`src/rtl/lsu_align_unit.sv`:
```
// Load/store alignment unit: turns one execute-stage access into one or two
// word-aligned memory beats and merges/extends returned load data.
module lsu_align_unit #(
  parameter int XLEN           = 32,
  parameter int ADDR_W         = 32,
  parameter int MISALIGN_SPLIT = 1
) (
  input  logic              clk,
  input  logic              rst_n,
  input  logic              req_valid,
  output logic              req_ready,
  input  logic              req_is_store,
  input  logic [2:0]        req_funct3,
  input  logic [ADDR_W-1:0] req_addr,
  input  logic [XLEN-1:0]   req_wdata,
  output logic              mem_req,
  output logic              mem_we,
  output logic [ADDR_W-1:0] mem_addr,
  output logic [XLEN/8-1:0] mem_be,
  output logic [XLEN-1:0]   mem_wdata,
  input  logic              mem_ack,
  input  logic [XLEN-1:0]   mem_rdata,
  output logic              rsp_valid,
  output logic [XLEN-1:0]   rsp_rdata,
  output logic              rsp_fault
);
  localparam int NB    = XLEN / 8;
  localparam int OFF_W = $clog2(NB);
  localparam int BEW   = 2 * NB;
  localparam int DW2   = 2 * XLEN;

  typedef enum logic [1:0] {IDLE, BEAT0, BEAT1, RESP} state_t;

  function automatic logic f3_legal(input logic is_store, input logic [2:0] f3);
    logic ok;
    if (is_store) ok = (f3 <= 3'd2) || (XLEN == 64 && f3 == 3'd3);
    else ok = (f3 inside {3'd0, 3'd1, 3'd2, 3'd4, 3'd5}) ||
              (XLEN == 64 && (f3 == 3'd3 || f3 == 3'd6));
    return ok;
  endfunction

  function automatic int size_of(input logic [2:0] f3);
    return 1 << f3[1:0];
  endfunction

  function automatic logic crosses(input logic [OFF_W-1:0] off, input logic [2:0] f3);
    return (int'(off) + size_of(f3)) > NB;
  endfunction

  // Shift the access to the top of the register, then shift back down
  // arithmetically (signed loads) or logically (unsigned loads).
  function automatic logic [XLEN-1:0] extend(input logic [XLEN-1:0] raw, input logic [2:0] f3);
    int              sh;
    logic [XLEN-1:0] up;
    sh = (8 * size_of(f3) >= XLEN) ? 0 : XLEN - 8 * size_of(f3);
    up = raw << sh;
    if (f3[2]) return up >> sh;
    return $unsigned($signed(up) >>> sh);
  endfunction

  state_t              state_q, state_d;
  logic                fault_q, fault_d;
  logic                is_store_q, is_store_d;
  logic [2:0]          funct3_q, funct3_d;
  logic [ADDR_W-1:0]   addr_q, addr_d;
  logic [XLEN-1:0]     wdata_q, wdata_d;
  logic                cross_q, cross_d;
  logic [XLEN-1:0]     rdata0_q, rdata0_d;
  logic [XLEN-1:0]     rdata1_q, rdata1_d;

  logic [OFF_W-1:0]    off;
  logic [ADDR_W-1:0]   base;
  logic [BEW-1:0]      be_wide;
  logic [XLEN-1:0]     wmasked;
  logic [DW2-1:0]      wd_wide;
  logic [DW2-1:0]      rd_wide;

  always_comb begin
    state_d    = state_q;
    fault_d    = fault_q;
    is_store_d = is_store_q;
    funct3_d   = funct3_q;
    addr_d     = addr_q;
    wdata_d    = wdata_q;
    cross_d    = cross_q;
    rdata0_d   = rdata0_q;
    rdata1_d   = rdata1_q;
    unique case (state_q)
      IDLE: begin
        if (req_valid) begin
          is_store_d = req_is_store;
          funct3_d   = req_funct3;
          addr_d     = req_addr;
          wdata_d    = req_wdata;
          cross_d    = crosses(req_addr[OFF_W-1:0], req_funct3);
          if (!f3_legal(req_is_store, req_funct3) || (cross_d && MISALIGN_SPLIT == 0)) begin
            fault_d = 1'b1;
            state_d = RESP;
          end else begin
            fault_d = 1'b0;
            state_d = BEAT0;
          end
        end
      end
      BEAT0: begin
        if (mem_ack) begin
          rdata0_d = mem_rdata;
          rdata1_d = '0;
          state_d  = cross_q ? BEAT1 : RESP;
        end
      end
      BEAT1: begin
        if (mem_ack) begin
          rdata1_d = mem_rdata;
          state_d  = RESP;
        end
      end
      RESP: begin
        state_d = IDLE;
        fault_d = 1'b0;
      end
      default: state_d = IDLE;
    endcase
  end

  always_ff @(posedge clk or negedge rst_n) begin
    if (!rst_n) begin
      state_q <= IDLE;
      fault_q <= 1'b0;
    end else begin
      state_q <= state_d;
      fault_q <= fault_d;
    end
  end

  // Request/data capture registers carry no reset: they are only read in
  // states reachable after a fresh request has been latched.
  always_ff @(posedge clk) begin
    is_store_q <= is_store_d;
    funct3_q   <= funct3_d;
    addr_q     <= addr_d;
    wdata_q    <= wdata_d;
    cross_q    <= cross_d;
    rdata0_q   <= rdata0_d;
    rdata1_q   <= rdata1_d;
  end

  // Lane placement is computed across a double-width window: the low half
  // feeds beat 0 and the high half is exactly what spills into beat 1.
  always_comb begin
    off     = addr_q[OFF_W-1:0];
    base    = {addr_q[ADDR_W-1:OFF_W], {OFF_W{1'b0}}};
    be_wide = BEW'((1 << size_of(funct3_q)) - 1) << off;
    wmasked = '0;
    for (int i = 0; i < NB; i++) begin
      if (i < size_of(funct3_q)) wmasked[8*i +: 8] = wdata_q[8*i +: 8];
    end
    wd_wide = {{XLEN{1'b0}}, wmasked} << {off, 3'b000};
    rd_wide = {rdata1_q, rdata0_q} >> {off, 3'b000};
  end

  always_comb begin
    req_ready = (state_q == IDLE);
    mem_req   = 1'b0;
    mem_we    = 1'b0;
    mem_addr  = '0;
    mem_be    = '0;
    mem_wdata = '0;
    rsp_valid = 1'b0;
    rsp_rdata = '0;
    rsp_fault = 1'b0;
    unique case (state_q)
      BEAT0: begin
        mem_req   = 1'b1;
        mem_we    = is_store_q;
        mem_addr  = base;
        mem_be    = be_wide[NB-1:0];
        mem_wdata = wd_wide[XLEN-1:0];
      end
      BEAT1: begin
        mem_req   = 1'b1;
        mem_we    = is_store_q;
        mem_addr  = base + ADDR_W'(NB);
        mem_be    = be_wide[BEW-1:NB];
        mem_wdata = wd_wide[DW2-1:XLEN];
      end
      RESP: begin
        rsp_valid = 1'b1;
        rsp_fault = fault_q;
        if (!is_store_q && !fault_q) rsp_rdata = extend(rd_wide[XLEN-1:0], funct3_q);
      end
      default: ;
    endcase
  end
endmodule

```
`config.mk`:
```
export PLATFORM = sky130hd
export DESIGN_NAME = lsu_align_unit
export DESIGN_NICKNAME = d
export VERILOG_FILES = /design/src/rtl/lsu_align_unit.sv
export SDC_FILE = /design/constraint.sdc
export NUM_CORES = 1
export LEC_CHECK = 0
export BUFFER_PORTS_ARGS = -buffer_cell sky130_fd_sc_hd__buf_2
export CORE_UTILIZATION = 58
export CTS_CLUSTER_DIAMETER = 120
export CTS_CLUSTER_SIZE = 28
export DETAILED_ROUTE_END_ITERATION = 12
export PLACE_DENSITY = 0.94
export SLEW_MARGIN = 20
export SYNTH_ARGS = -nofsm -noshare
export SYNTH_HDL_FRONTEND = slang
export SYNTH_SLANG_ARGS = --single-unit
```
`constraint.sdc`:
```
create_clock -name clk -period 6.8 [get_ports clk]
set_input_delay 0.68 -clock clk [delete_from_list [all_inputs] [get_ports clk]]
set_output_delay 0.68 -clock clk [all_outputs]
set_load 0.01 [all_outputs]
```
## After elaboration in Yosys (flattened, before gate mapping)

Index checks and enable logic that the tools add are counted.

- Bits in registers: 136
- Input bits: 104
- Output and inout bits: 105

- Add/subtract/negate cells: 4
- Magnitude comparators: 7
- Eq/ne operators: 10
- Shift operators: 9
- Mux-type cells: 34
- Reductions and logical operators: 14

Operators with widths:

| operator | number |
|---|---|
| two-way mux 32 bit | 7 |
| one-hot mux 32 bit (2 select lines) | 3 |
| < comparator 3 x 32 -> 1 bit, first input constant | 2 |
| << shifter 1 x 2 -> 32 bit, first input constant | 2 |
| << shifter 32 x 5 -> 64 bit | 1 |
| >> shifter 64 x 5 -> 32 bit | 1 |
| adder 3 x 32 -> 32 bit | 1 |
| adder 32 x 3 -> 32 bit, second input constant | 1 |
| >= comparator 32 x 7 -> 1 bit, second input constant | 1 |
| greater-than comparator 32 x 4 -> 1 bit, second input constant | 1 |
| < comparator 1 x 32 -> 1 bit, first input constant | 1 |
| < comparator 2 x 32 -> 1 bit, first input constant | 1 |
| two-way mux 8 bit | 4 |
| << shifter 1 x 32 -> 8 bit, first input constant | 1 |
| << shifter 32 x 32 -> 32 bit | 1 |
| >> shifter 32 x 32 -> 32 bit | 1 |
| >>> shifter 32 x 32 -> 32 bit | 1 |
| subtractor 7 x 32 -> 32 bit, first input constant | 1 |
| two-way mux 1 bit | 13 |
| two-way mux 2 bit | 4 |
| one-hot mux 2 bit (4 select lines) | 1 |
| one-hot mux 4 bit (2 select lines) | 1 |
| << shifter 8 x 2 -> 8 bit | 1 |
| subtractor 8 x 2 -> 8 bit, second input constant | 1 |
| 17 further kinds | 26 |

## Logic depth before layout (Yosys ltp)

- Depth after elaboration: 9
- Mapped depth: 11
- Mapped depth without buffers: 8

## Least setup slack after synthesis

OpenSTA, ideal clock, no wires.

- Path type: register to output
- Start: reg funct3_q[0]
- End: out rsp_rdata[26]
- Arrival: 2.380 ns
- Path slack: 3.740 ns
- Cell stages (with the launch flop): 9
- Buffers on the path: 2
- Cells stage by stage: edfxtp_1 buf_2 or2_2 clkbuf_1 ha_1 nor2b_1 a211oi_1 o21a_1 a2111oi_0

- Cells in the longest elaborated chain, start to end: 9
- Elaborated cells on any way between the ends: 11
- Those cells by class: 1 x add/sub; 1 x order compare; 4 x shift; 5 x mux

Ends and longest elaborated chain:

| what | RTL line | RTL |
|---|---|---|
| start, declared | 64 | `logic [2:0] funct3_q, funct3_d;` |
| start signal, assigned | 140 | `funct3_q <= funct3_d;` |
| << shifter 1 x 2 -> 32 bit (*) | 43 | `return 1 << f3[1:0];` |
| subtractor 7 x 32 -> 32 bit / >= comparator 32 x 7 -> 1 bit (equally long branches) | 55 | `sh = (8 * size_of(f3) >= XLEN) ? 0 : XLEN - 8 * size_of(f3);` |
| two-way mux 32 bit (*) | 55 |  |
| << shifter 32 x 32 -> 32 bit | 56 | `up = raw << sh;` |
| >> shifter 32 x 32 -> 32 bit | 57 | `if (f3[2]) return up >> sh;` |
| two-way mux 32 bit | 57 |  |
| two-way mux 32 bit (*) | 58 | `return $unsigned($signed(up) >>> sh);` |
| two-way mux 32 bit (*) | 190 | `if (!is_store_q && !fault_q) rsp_rdata = extend(rd_wide[XLEN-1:0], funct3_q);` |
| two-way mux 32 bit (*) | 172 | `unique case (state_q)` |
| end, declared | 24 | `output logic [XLEN-1:0] rsp_rdata,` |

Mark *: on every way between the ends. The rest lies on a longest branch, timed or not. The select of a mux whose other input is x is not followed.

## Worst setup path in the final report

- Start: reg addr_q[1]
- End: out rsp_rdata[31]

- Cells in the longest elaborated chain, start to end: 7
- Elaborated cells on any way between the ends: 8
- Those cells by class: 4 x shift; 4 x mux

Ends and longest elaborated chain:

| what | RTL line | RTL |
|---|---|---|
| start, declared | 65 | `logic [ADDR_W-1:0] addr_q, addr_d;` |
| start signal, assigned | 141 | `addr_q <= addr_d;` |
| >> shifter 64 x 5 -> 32 bit (*) | 159 | `rd_wide = {rdata1_q, rdata0_q} >> {off, 3'b000};` |
| << shifter 32 x 32 -> 32 bit (*) | 56 |  |
| >> shifter 32 x 32 -> 32 bit | 57 |  |
| two-way mux 32 bit | 57 |  |
| two-way mux 32 bit (*) | 58 |  |
| two-way mux 32 bit (*) | 190 |  |
| two-way mux 32 bit (*) | 172 |  |

Marks and branches as above.

==> out/qor.yml <==
status: "complete, no violations"
grt_pass1_wl_um: 34100
core-area_um2: 13200
ios: 209
postRouteAntennaNets: 0
crit_type: "flop to output port"
grt_max_degree: 68
n_fill_cell: 975
fin_total_pwr_mw: 3.58
fp-row-count: 42
r2r_slack_ns: 4.34
cts_buffers: 17
fmaxAchievable_mhz: 221
layout_min_cycle_time_ns: 4.53
slew_headroom_pct: 37.0
clk_pin_slew_ns: 0.06
holdBufCountCts: 0
wl_per_cell_um: 19.3
crit_family: "buffers and inverters"
syn-mean-instance-area_um2: 10.2
port_buffers: 206
critPathMaxFanout: 67
nNetsFinal: 1054
cts_resized: 0
start_util_pct: 59.3
die_x_um: 118
fin_tns_setup_ns: 0
setup_viol: 0
holdCritPathClass: "input port to async pin"
antenna_found_initial: 2
leakage_nw: 3.86
period_share_pct: 66.6
place.gp.congestion: 0.921
grt.overflow.total: 0
viasPerCell: 6.40
cts_num_sinks: 128
synth-async-reset-ratio_pct: 2.34
r2r_start: "state_q[0]"
htreeDepth: 4
synth_edf_count: 125
crit_buf_inv: 3
syn2layout_area_growth_pct: 20.8
die_h_um: 118
dpl.hpwl_um: 14800
ctsRootBufferMaster: "clkbuf_16"
maxCapViolations: 0
power.density_nw_per_um2: 378
crit_slowest_cell: "clkinv_1"
ys_seq_elements: 128
rsz0062_at_grt: "no"
yosys.area.top_type: "edfxtp_1"
timing.hold.ws_ns: 0.0468
dieArea_um2: 14000
max-vdd-ir-drop_v: 0.000222
worstSetupEndpointType: "output port"
drive_gt1_share_pct: 29.5
ys_warn_count: 0
r2r-end: "state_q[1]"
grt_usage_pct: 31.6
skew_ns: 0.00529
cp_data_arrival_time_ns: 3.85
synth_flop_cell: "edfxtp_1"
multi_input_area_um2: 3690
seq_area_frac_synth_pct: 48.8
cts_tree: "done"
grt_pass1_vias: 6599
cts_max_path_buffers: 2
dr.pass1.iters: 6
register_area_um2: 3830
drt_iter0_markers: 1258
crit_required_ns: 6.12
clk_latency_ns: 0.42
totalWireLength_um: 21800
slew_violations: 0
vias: 7224
hold_viol: 0
cp_slowest_stage_delay_ns: 0.92
cts_setup_buffers: 0
syn_inst: 767
yosys.cell_types.count: 56
synth_top_area_share_pct: 47.8
reg2regPathDepth: 6
critPathLaunchType: "flop"
ys_top_cells_by_area: "edfxtp_1, o21ai_0, mux2i_1, nor2_1, and2_1"
tightest_slew_ns: 0.946
route.detailed.drc: 0
syn-cell-area_um2: 7850
cp_cell_sequence: "buf_4 -> clkinv_1 -> mux2_2 -> a22oi_1 -> nor2_1 -> a2111oi_0 -> buf_2"
state kept, by name, indices dropped and copies added (netlist names):
| signal | flops |
|---|---|
| cross_q | 1 |
| wdata_q | 32 |
| addr_q | 32 |
| fault_q | 1 |
| is_store_q | 1 |
| rdata1_q | 24 |
| rdata0_q | 32 |
| state_q | 2 |
| funct3_q | 3 |
area by class of cell:
cell class | instances | area share (%)
Tap cell | 176 | 2.32
Sequential cell | 128 | 40.4
Timing Repair Buffer | 214 | 11.6
Antenna cell | 1 | 0.0264
Multi-Input combinational cell | 562 | 38.9
Inverter | 17 | 0.673
Clock buffer | 20 | 4.60
Clock inverter | 11 | 1.49
logic make-up after synthesis:
kind of cell | Yosys count | share of synthesized area, %
simple gates | 268 | 17.6
compound gates | 220 | 17.6
flops | 128 | 48.8
buf+inv | 78 | 4.29
mux | 62 | 9.96
fa+ha+maj | 10 | 1.69
other cells | 1 | 0.0478
per-layer routing:
layer / track usage [%] / wire, µm / up-vias
met3: 7.14 / 2480 / 106
li1: - / - / 3243
met1: 42.2 / 8410 / 3324
met5: 0 / 0 / -
met4: 17.7 / 1010 / 0
met2: 47.9 / 9930 / 551
Yosys cell counts (all sizes together) (4+ instances only):
master / count
a211oi: 21
a21oi: 36
and3: 9
nand2b: 7
mux4: 11
buf: 21
nand3: 30
inv: 14
nand2: 59
a32o: 5
o21ai: 78
a22o: 5
a31oi: 18
ha: 9
o211ai: 4
a32oi: 8
nand4: 12
a22oi: 15
and2: 40
nor2b: 15
nor2: 72
o31ai: 5
mux2: 19
o21a: 6
o22ai: 4
mux2i: 32
clkbuf: 40
edfxtp: 125
nor3: 9
cells in the final DEF (no fill, tap or decap), types with 9 or more instances in the layout:
cell type  count
buf_2        206
edfxtp_1     125
o21ai_0       77
nor2_1        72
nand2_1       59
and2_1        39
a21oi_1       36
mux2i_1       32
nand3_1       29
a211oi_1      21
mux2_2        19
a31oi_1       18
clkbuf_16     17
a22oi_1       15
inv_1         14
nor2b_1       14
nand4_1       11
mux4_2        11
and3_1         9
ha_1           9
worst max-delay path by stage:
| stage | cells past startpoint | start | endpoint |
|---|---|---|---|
| after floorplan | 8 | funct3_q[0] | rsp_rdata[26] |
| after global placement | 7 | addr_q[1] | rsp_rdata[31] |
| after detailed placement | 7 | addr_q[1] | rsp_rdata[31] |
| after CTS | 7 | addr_q[1] | rsp_rdata[31] |
| after global routing | 7 | addr_q[1] | rsp_rdata[31] |
| final | 7 | addr_q[1] | rsp_rdata[31] |
stage by stage:
step                util (%)  setup slack [ns]  instance area (µm²)  std cells
floorplan                  -              3.74                 7850        768
finish                  71.6              2.27                 9480       1129
CTS                     71.5              2.28                 9470       1127
global route            71.6              2.02                 9480       1129
detailed placement      67.1              2.76                 8890       1096
global placement        67.1              2.84                 8890       1096
where the power goes:
group	switching, mW	leakage, nW	total (mW)	internal [mW]
Sequential	0.116	1.19	1.19	1.08
Combinational	0.960	2.39	1.49	0.526
Clock	0.331	0.277	0.901	0.571
Power figures use the tool's default switching activity.
